$ cat src/rtl/block_ram_arbiter.sv
// block_ram_arbiter
//   Two-requester arbiter in front of a single block_ram (one registered read
//   port, one write port). Reads and writes are arbitrated independently with
//   their own round-robin priority bits, so one read and one write may be
//   granted in the same cycle. Read data returns to the winning port on a
//   one-cycle response strobe, exactly one cycle after acceptance.
//
// Ports
//   CLK, reset            system clock, synchronous active-high reset
//   reqN_valid/ready      request handshake for port N (N = 0, 1)
//   reqN_we               1 = write, 0 = read
//   reqN_addr/wdata       request word address / write data
//   rspN_valid/rdata      read response pulse and data for port N
//   raddr, rdata          block_ram read port (rdata valid one cycle after raddr)
//   waddr, wdata, wren    block_ram write port
//
// Configuration
//   BLOCK_RAM_ARBITER_RAW_BYPASS_EN
//     defined   : same-address read/write collision grants both; the read
//                 returns the write data (write-first).
//     undefined : on a collision the read is stalled one cycle and the write
//                 proceeds; the read priority is left untouched by the stall.
module block_ram_arbiter #(
  parameter int unsigned addr_bits = 11,
  parameter int unsigned data_bits = 8,
  parameter int unsigned depth     = 1152
) (
  input  logic                 CLK,
  input  logic                 reset,
  input  logic                 req0_valid,
  output logic                 req0_ready,
  input  logic                 req0_we,
  input  logic [addr_bits-1:0] req0_addr,
  input  logic [data_bits-1:0] req0_wdata,
  output logic                 rsp0_valid,
  output logic [data_bits-1:0] rsp0_rdata,
  input  logic                 req1_valid,
  output logic                 req1_ready,
  input  logic                 req1_we,
  input  logic [addr_bits-1:0] req1_addr,
  input  logic [data_bits-1:0] req1_wdata,
  output logic                 rsp1_valid,
  output logic [data_bits-1:0] rsp1_rdata,
  output logic [addr_bits-1:0] raddr,
  input  logic [data_bits-1:0] rdata,
  output logic [addr_bits-1:0] waddr,
  output logic [data_bits-1:0] wdata,
  output logic                 wren
);

  typedef enum logic {
    PORT0 = 1'b0,
    PORT1 = 1'b1
  } port_t;

  function automatic logic in_range(input logic [addr_bits-1:0] a);
    return 32'(a) < depth;
  endfunction

  // Priority and response tag state
  port_t                rd_prio;
  port_t                wr_prio;
  port_t                rsp_owner;
  logic                 rsp_pending;
  logic                 rsp_zero;
  logic [addr_bits-1:0] raddr_q;

  // Arbitration signals
  logic                 rd_req0, rd_req1;
  logic                 wr_req0, wr_req1;
  logic                 rd_pick;
  port_t                rd_win;
  logic                 rd_gnt;
  logic                 wr_gnt;
  port_t                wr_win;
  logic [addr_bits-1:0] rd_addr_sel;
  logic [addr_bits-1:0] wr_addr_sel;
  logic [data_bits-1:0] wr_data_sel;
  logic                 collide;
  logic [data_bits-1:0] rsp_data;

  always_comb begin
    rd_req0 = req0_valid & ~req0_we & ~reset;
    rd_req1 = req1_valid & ~req1_we & ~reset;
    wr_req0 = req0_valid &  req0_we & ~reset;
    wr_req1 = req1_valid &  req1_we & ~reset;

    // Write arbiter
    wr_gnt = wr_req0 | wr_req1;
    if (wr_req0 && wr_req1) begin
      wr_win = wr_prio;
    end else if (wr_req1) begin
      wr_win = PORT1;
    end else begin
      wr_win = PORT0;
    end

    // Read arbiter (candidate before collision handling)
    rd_pick = rd_req0 | rd_req1;
    if (rd_req0 && rd_req1) begin
      rd_win = rd_prio;
    end else if (rd_req1) begin
      rd_win = PORT1;
    end else begin
      rd_win = PORT0;
    end

    wr_addr_sel = (wr_win == PORT1) ? req1_addr  : req0_addr;
    wr_data_sel = (wr_win == PORT1) ? req1_wdata : req0_wdata;
    rd_addr_sel = (rd_win == PORT1) ? req1_addr  : req0_addr;

    collide = wr_gnt & rd_pick & (rd_addr_sel == wr_addr_sel) & in_range(rd_addr_sel);

`ifdef BLOCK_RAM_ARBITER_RAW_BYPASS_EN
    rd_gnt = rd_pick;
`else
    rd_gnt = rd_pick & ~collide;
`endif

    // A port carries either a read or a write, never both, so OR is safe.
    req0_ready = (rd_gnt & (rd_win == PORT0)) | (wr_gnt & (wr_win == PORT0));
    req1_ready = (rd_gnt & (rd_win == PORT1)) | (wr_gnt & (wr_win == PORT1));

    wren  = wr_gnt & in_range(wr_addr_sel);
    waddr = wr_addr_sel;
    wdata = wr_data_sel;

    // raddr follows the winner combinationally and otherwise holds its last value
    raddr = rd_gnt ? rd_addr_sel : raddr_q;
  end

  // Read address holding register; deliberately not reset so raddr simply
  // keeps whatever was last presented to the RAM.
  always_ff @(posedge CLK) begin
    if (rd_gnt) begin
      raddr_q <= rd_addr_sel;
    end
  end

  always_ff @(posedge CLK) begin
    if (reset) begin
      rd_prio     <= PORT0;
      wr_prio     <= PORT0;
      rsp_owner   <= PORT0;
      rsp_pending <= 1'b0;
      rsp_zero    <= 1'b0;
    end else begin
      if (rd_gnt) begin
        rd_prio   <= (rd_win == PORT0) ? PORT1 : PORT0;
        rsp_owner <= rd_win;
        rsp_zero  <= ~in_range(rd_addr_sel);
      end
      if (wr_gnt) begin
        wr_prio <= (wr_win == PORT0) ? PORT1 : PORT0;
      end
      rsp_pending <= rd_gnt;
    end
  end

`ifdef BLOCK_RAM_ARBITER_RAW_BYPASS_EN
  logic                 rsp_bypass;
  logic [data_bits-1:0] bypass_data;

  always_ff @(posedge CLK) begin
    if (reset) begin
      rsp_bypass  <= 1'b0;
      bypass_data <= '0;
    end else if (rd_gnt) begin
      rsp_bypass  <= collide;
      bypass_data <= wr_data_sel;
    end
  end
`endif

  // Response path: rdata arrives in the cycle after acceptance, so the data
  // mux is combinational on the registered tag. Reset suppresses a response
  // already in flight.
  always_comb begin
    rsp_data = rdata;
`ifdef BLOCK_RAM_ARBITER_RAW_BYPASS_EN
    if (rsp_bypass) begin
      rsp_data = bypass_data;
    end
`endif
    if (rsp_zero) begin
      rsp_data = '0;
    end
    rsp0_valid = rsp_pending & ~reset & (rsp_owner == PORT0);
    rsp1_valid = rsp_pending & ~reset & (rsp_owner == PORT1);
    rsp0_rdata = rsp0_valid ? rsp_data : '0;
    rsp1_rdata = rsp1_valid ? rsp_data : '0;
  end

endmodule

$ cat config.mk
export PLATFORM = sky130hd
export DESIGN_NAME = block_ram_arbiter
export DESIGN_NICKNAME = d
export VERILOG_FILES = /design/src/rtl/block_ram_arbiter.sv
export SDC_FILE = /design/constraint.sdc
export NUM_CORES = 1
export LEC_CHECK = 0
export BUFFER_PORTS_ARGS = -buffer_cell sky130_fd_sc_hd__buf_2
export CAP_MARGIN = 20
export CORE_MARGIN = 10
export CORE_UTILIZATION = 28
export CTS_CLUSTER_DIAMETER = 60
export DETAILED_ROUTE_END_ITERATION = 8
export HOLD_SLACK_MARGIN = 0.1
export MAX_ROUTING_LAYER = met4
export PLACE_DENSITY = 0.71
export SLEW_MARGIN = 20
export SYNTH_ARGS = -nofsm -noshare
export SYNTH_HDL_FRONTEND = slang
export SYNTH_SLANG_ARGS = --single-unit
$ cat constraint.sdc
create_clock -name CLK -period 2.3 [get_ports CLK]
set_input_delay 0.46 -clock CLK [delete_from_list [all_inputs] [get_ports CLK]]
set_output_delay 0.46 -clock CLK [all_outputs]
set_load 0.02 [all_outputs]
==> flow_summary.yaml <==
die:
  rows: 24
  start_util_pct: 29.56
  die_x_um: 88.73
  die_area_um2: 7872
  die_h_um: 88.73
  core_area_um2: 4474
  io_pins: 103
critical_path:
  slowest_delay_ns: 0.47
  crit_type: "in2out"
  crit_required_ns: 1.84
  r2r-start: "wr_prio"
  cp_max_fo: 12
  r2r_setup_slack_ns: 0.14
  cp_slowest_cell: "o41a_1"
  critPathCaptureType: "output pin"
  cp-startpoint: "req0_addr[10]"
  arrival_ns: 2.37
  cp_cell_sequence: "buf_2 > xnor2_1 > nand3_1 > o41a_1 > o41a_4 > buf_12 > a31oi_4 > buf_6"
  cp-start-kind: "input port"
final_layout:
  multi_input_area_um2: 1321
  drive_gt1_share_pct: 67.41
  fillerInstances: 348
  final_nets: 366
  final_util_pct: 64.23
  area_growth_pct: 117.3
  diodes: 0
  regArea_um2: 321.6
timing:
  timing.final.crit_period_ns: 2.833
  period_share_pct: 123.2
  fin_worst_skew_ns: 0.003217
  slew_violations: 0
  finalSetupTns_ns: -7.629
  hold_viol_final: 0
  fmax_mhz: 353.0
  hold_ws_ns: 0.4843
  slew_headroom_pct: 75.27
  rsz0062_at_grt: "true"
  finalSetupViolations: 27
  worstMarginPinSlew_ns: 0.3684
  setup_ws_ns: -0.5326
logic_synthesis:
  yosys_most_used_dff: "dfxtp_1"
  synth_area_leaders: "dfxtp_1 24%, mux2_2 16%, nor2_1 8.8%"
  synth_area_leader_cell: "dfxtp_1"
  yosysSeqAreaShare_pct: 24.22
  yosysMostFrequentCell: "nor2_1"
  synth.cell_area_um2: 1323
  yosys_warnings: 0
  synth-seq-cells: 16
  syn_avg_cell_area_um2: 7.780
  synth_common_cells: "31 x nor2_1, 25 x nand2_1, 19 x mux2_2"
  synth_cells: 170
  synth_enable_flop_cells: 0
  ys_types: 38
  synth_nets: 222
  synth-async-reset-ratio_pct: 0
  synth_top_cell_area_share_pct: 24.22
clock_tree:
  clock_sinks: 16
  numCtsBuffers: 3
  cts_tree: "done"
  h-tree-depth: 1
  cts_root_buffer: "clkbuf_8"
  clkLatencyLatePin_ns: 0.25
  cts_hold_buf: 0
  clk_pin_slew_ns: 0.07
  ctsLongestPathBuffers: 2
grt:
  grt_max_degree: 13
  globalRouteOverflowTotal: 0
  grt_pass1_vias: 1977
  antenna_found_initial: 0
  track_usage_pct: 14.80
  grt_pass1_wl_um: 9108
detailed_routing:
  wl_per_cell_um: 16.35
  ant_nets: 0
  vias_per_cell: 4.948
  drt-pass1-iter-count: 4
  vias: 1806
  drc_errors: 0
  drt_wl_total_um: 5966
  initialDrtViolationCount: 85
pwr:
  leakage_nw: 1.343
  power_density_nw_per_um2: 466.0
  report.power.total_w: 0.001339
  peakVddDrop_mv: 0.2287
run_status:
  violations: "setup timing"
  status: "finished, violations left"
hold_path:
  hp-start: "wr_prio"
  hold_class: "reg2reg"
job:
  maxCapViolCount: 0
placement:
  port_buffers: 102
  post-place-ws_ns: -0.6378
  dp_hpwl_um: 4605
  gp_congestion: 0.8800
## worst paths after layout
path	end	cells past startpoint
setup / recovery	raddr[3]	8
hold / removal	wr_prio	2
setup reg to reg	rsp_owner	10
hold reg to reg	wr_prio	2
## per-stage QoR
| stage | cells | cell area, µm² |
|---|---|---|
| 2_1_floorplan | 170 | 1498 |
| 3_3_place_gp | 355 | 2337 |
| 3_5_place_dp | 355 | 2337 |
| 4_1_cts | 365 | 2836 |
| 5_1_grt | 365 | 2874 |
| 6_report | 365 | 2874 |
## cell families (layout without fill, tap and decap cells)
kind of cell           count (synthesis)  after routing  share of synthesized area, %
flip-flops                            16             16                         24.22
multiplexers                          19             19                         16.18
XOR/XNOR                              11             11                         7.285
AO/OA/AOI/OAI                         31             31                         17.88
AND/OR/NAND/NOR                       81             81                         28.76
buffers and inverters                 12            155                         5.676
## worst max-delay path, delay by kind of cell
family	cells	cell delay, ns
AOI/OAI and AO/OA	3	1.05
and+or+nand+nor	1	0.16
xor gates and xnor gates	1	0.26
buffers and inverters	3	0.45
## flip-flops by register name, indices dropped and copies added (netlist names)
name / flops
rsp_zero: 1
rd_prio: 1
wr_prio: 1
raddr_q: 11
rsp_pending: 1
rsp_owner: 1
## layer usage
metal  wire [µm]  track usage [%]
met1        2511            17.03
met2        2950            24.67
met3         429            2.849
met4          74            5.874
met5           0                -
## final cells by class
class | instances | share of cell area, %
flip-flops and latches | 16 | 11.19
inverters | 4 | 0.5224
well taps | 52 | 2.264
repair buffers | 147 | 38.14
multi-input cells | 142 | 45.97
clock buffers | 4 | 1.916
## cell usage in the layout (no fill, tap or decap), types with 2 or more instances in the layout
master	instances
o31a_1	2
buf_2	70
dfxtp_1	15
nand2b_1	10
a21oi_1	3
xnor2_1	11
clkbuf_8	4
nand3_1	2
nand2_1	24
buf_6	34
inv_1	4
a31oi_4	11
buf_8	2
nor2_4	11
buf_12	2
o31ai_2	2
nor4_2	2
nor2_1	20
buf_4	39
mux2_4	17
mux2_2	2
or3_1	2
## where the power goes
part	leakage, nW	internal, W	switching (W)
clock network	0.0288	0.000152	0.000102
logic	1.18	0.000376	0.000348
registers	0.134	0.000325	0.0000366
total	1.34	0.000853	0.000486
## repair_timing
action	4_1_cts	5_1_grt
pin swaps	3	4
setup buffers	6	2
setup endpoints to repair	30	33
hold endpoints to repair	0	0
resized for setup	112	11
Note: power is estimated with default switching activity, not from simulation.
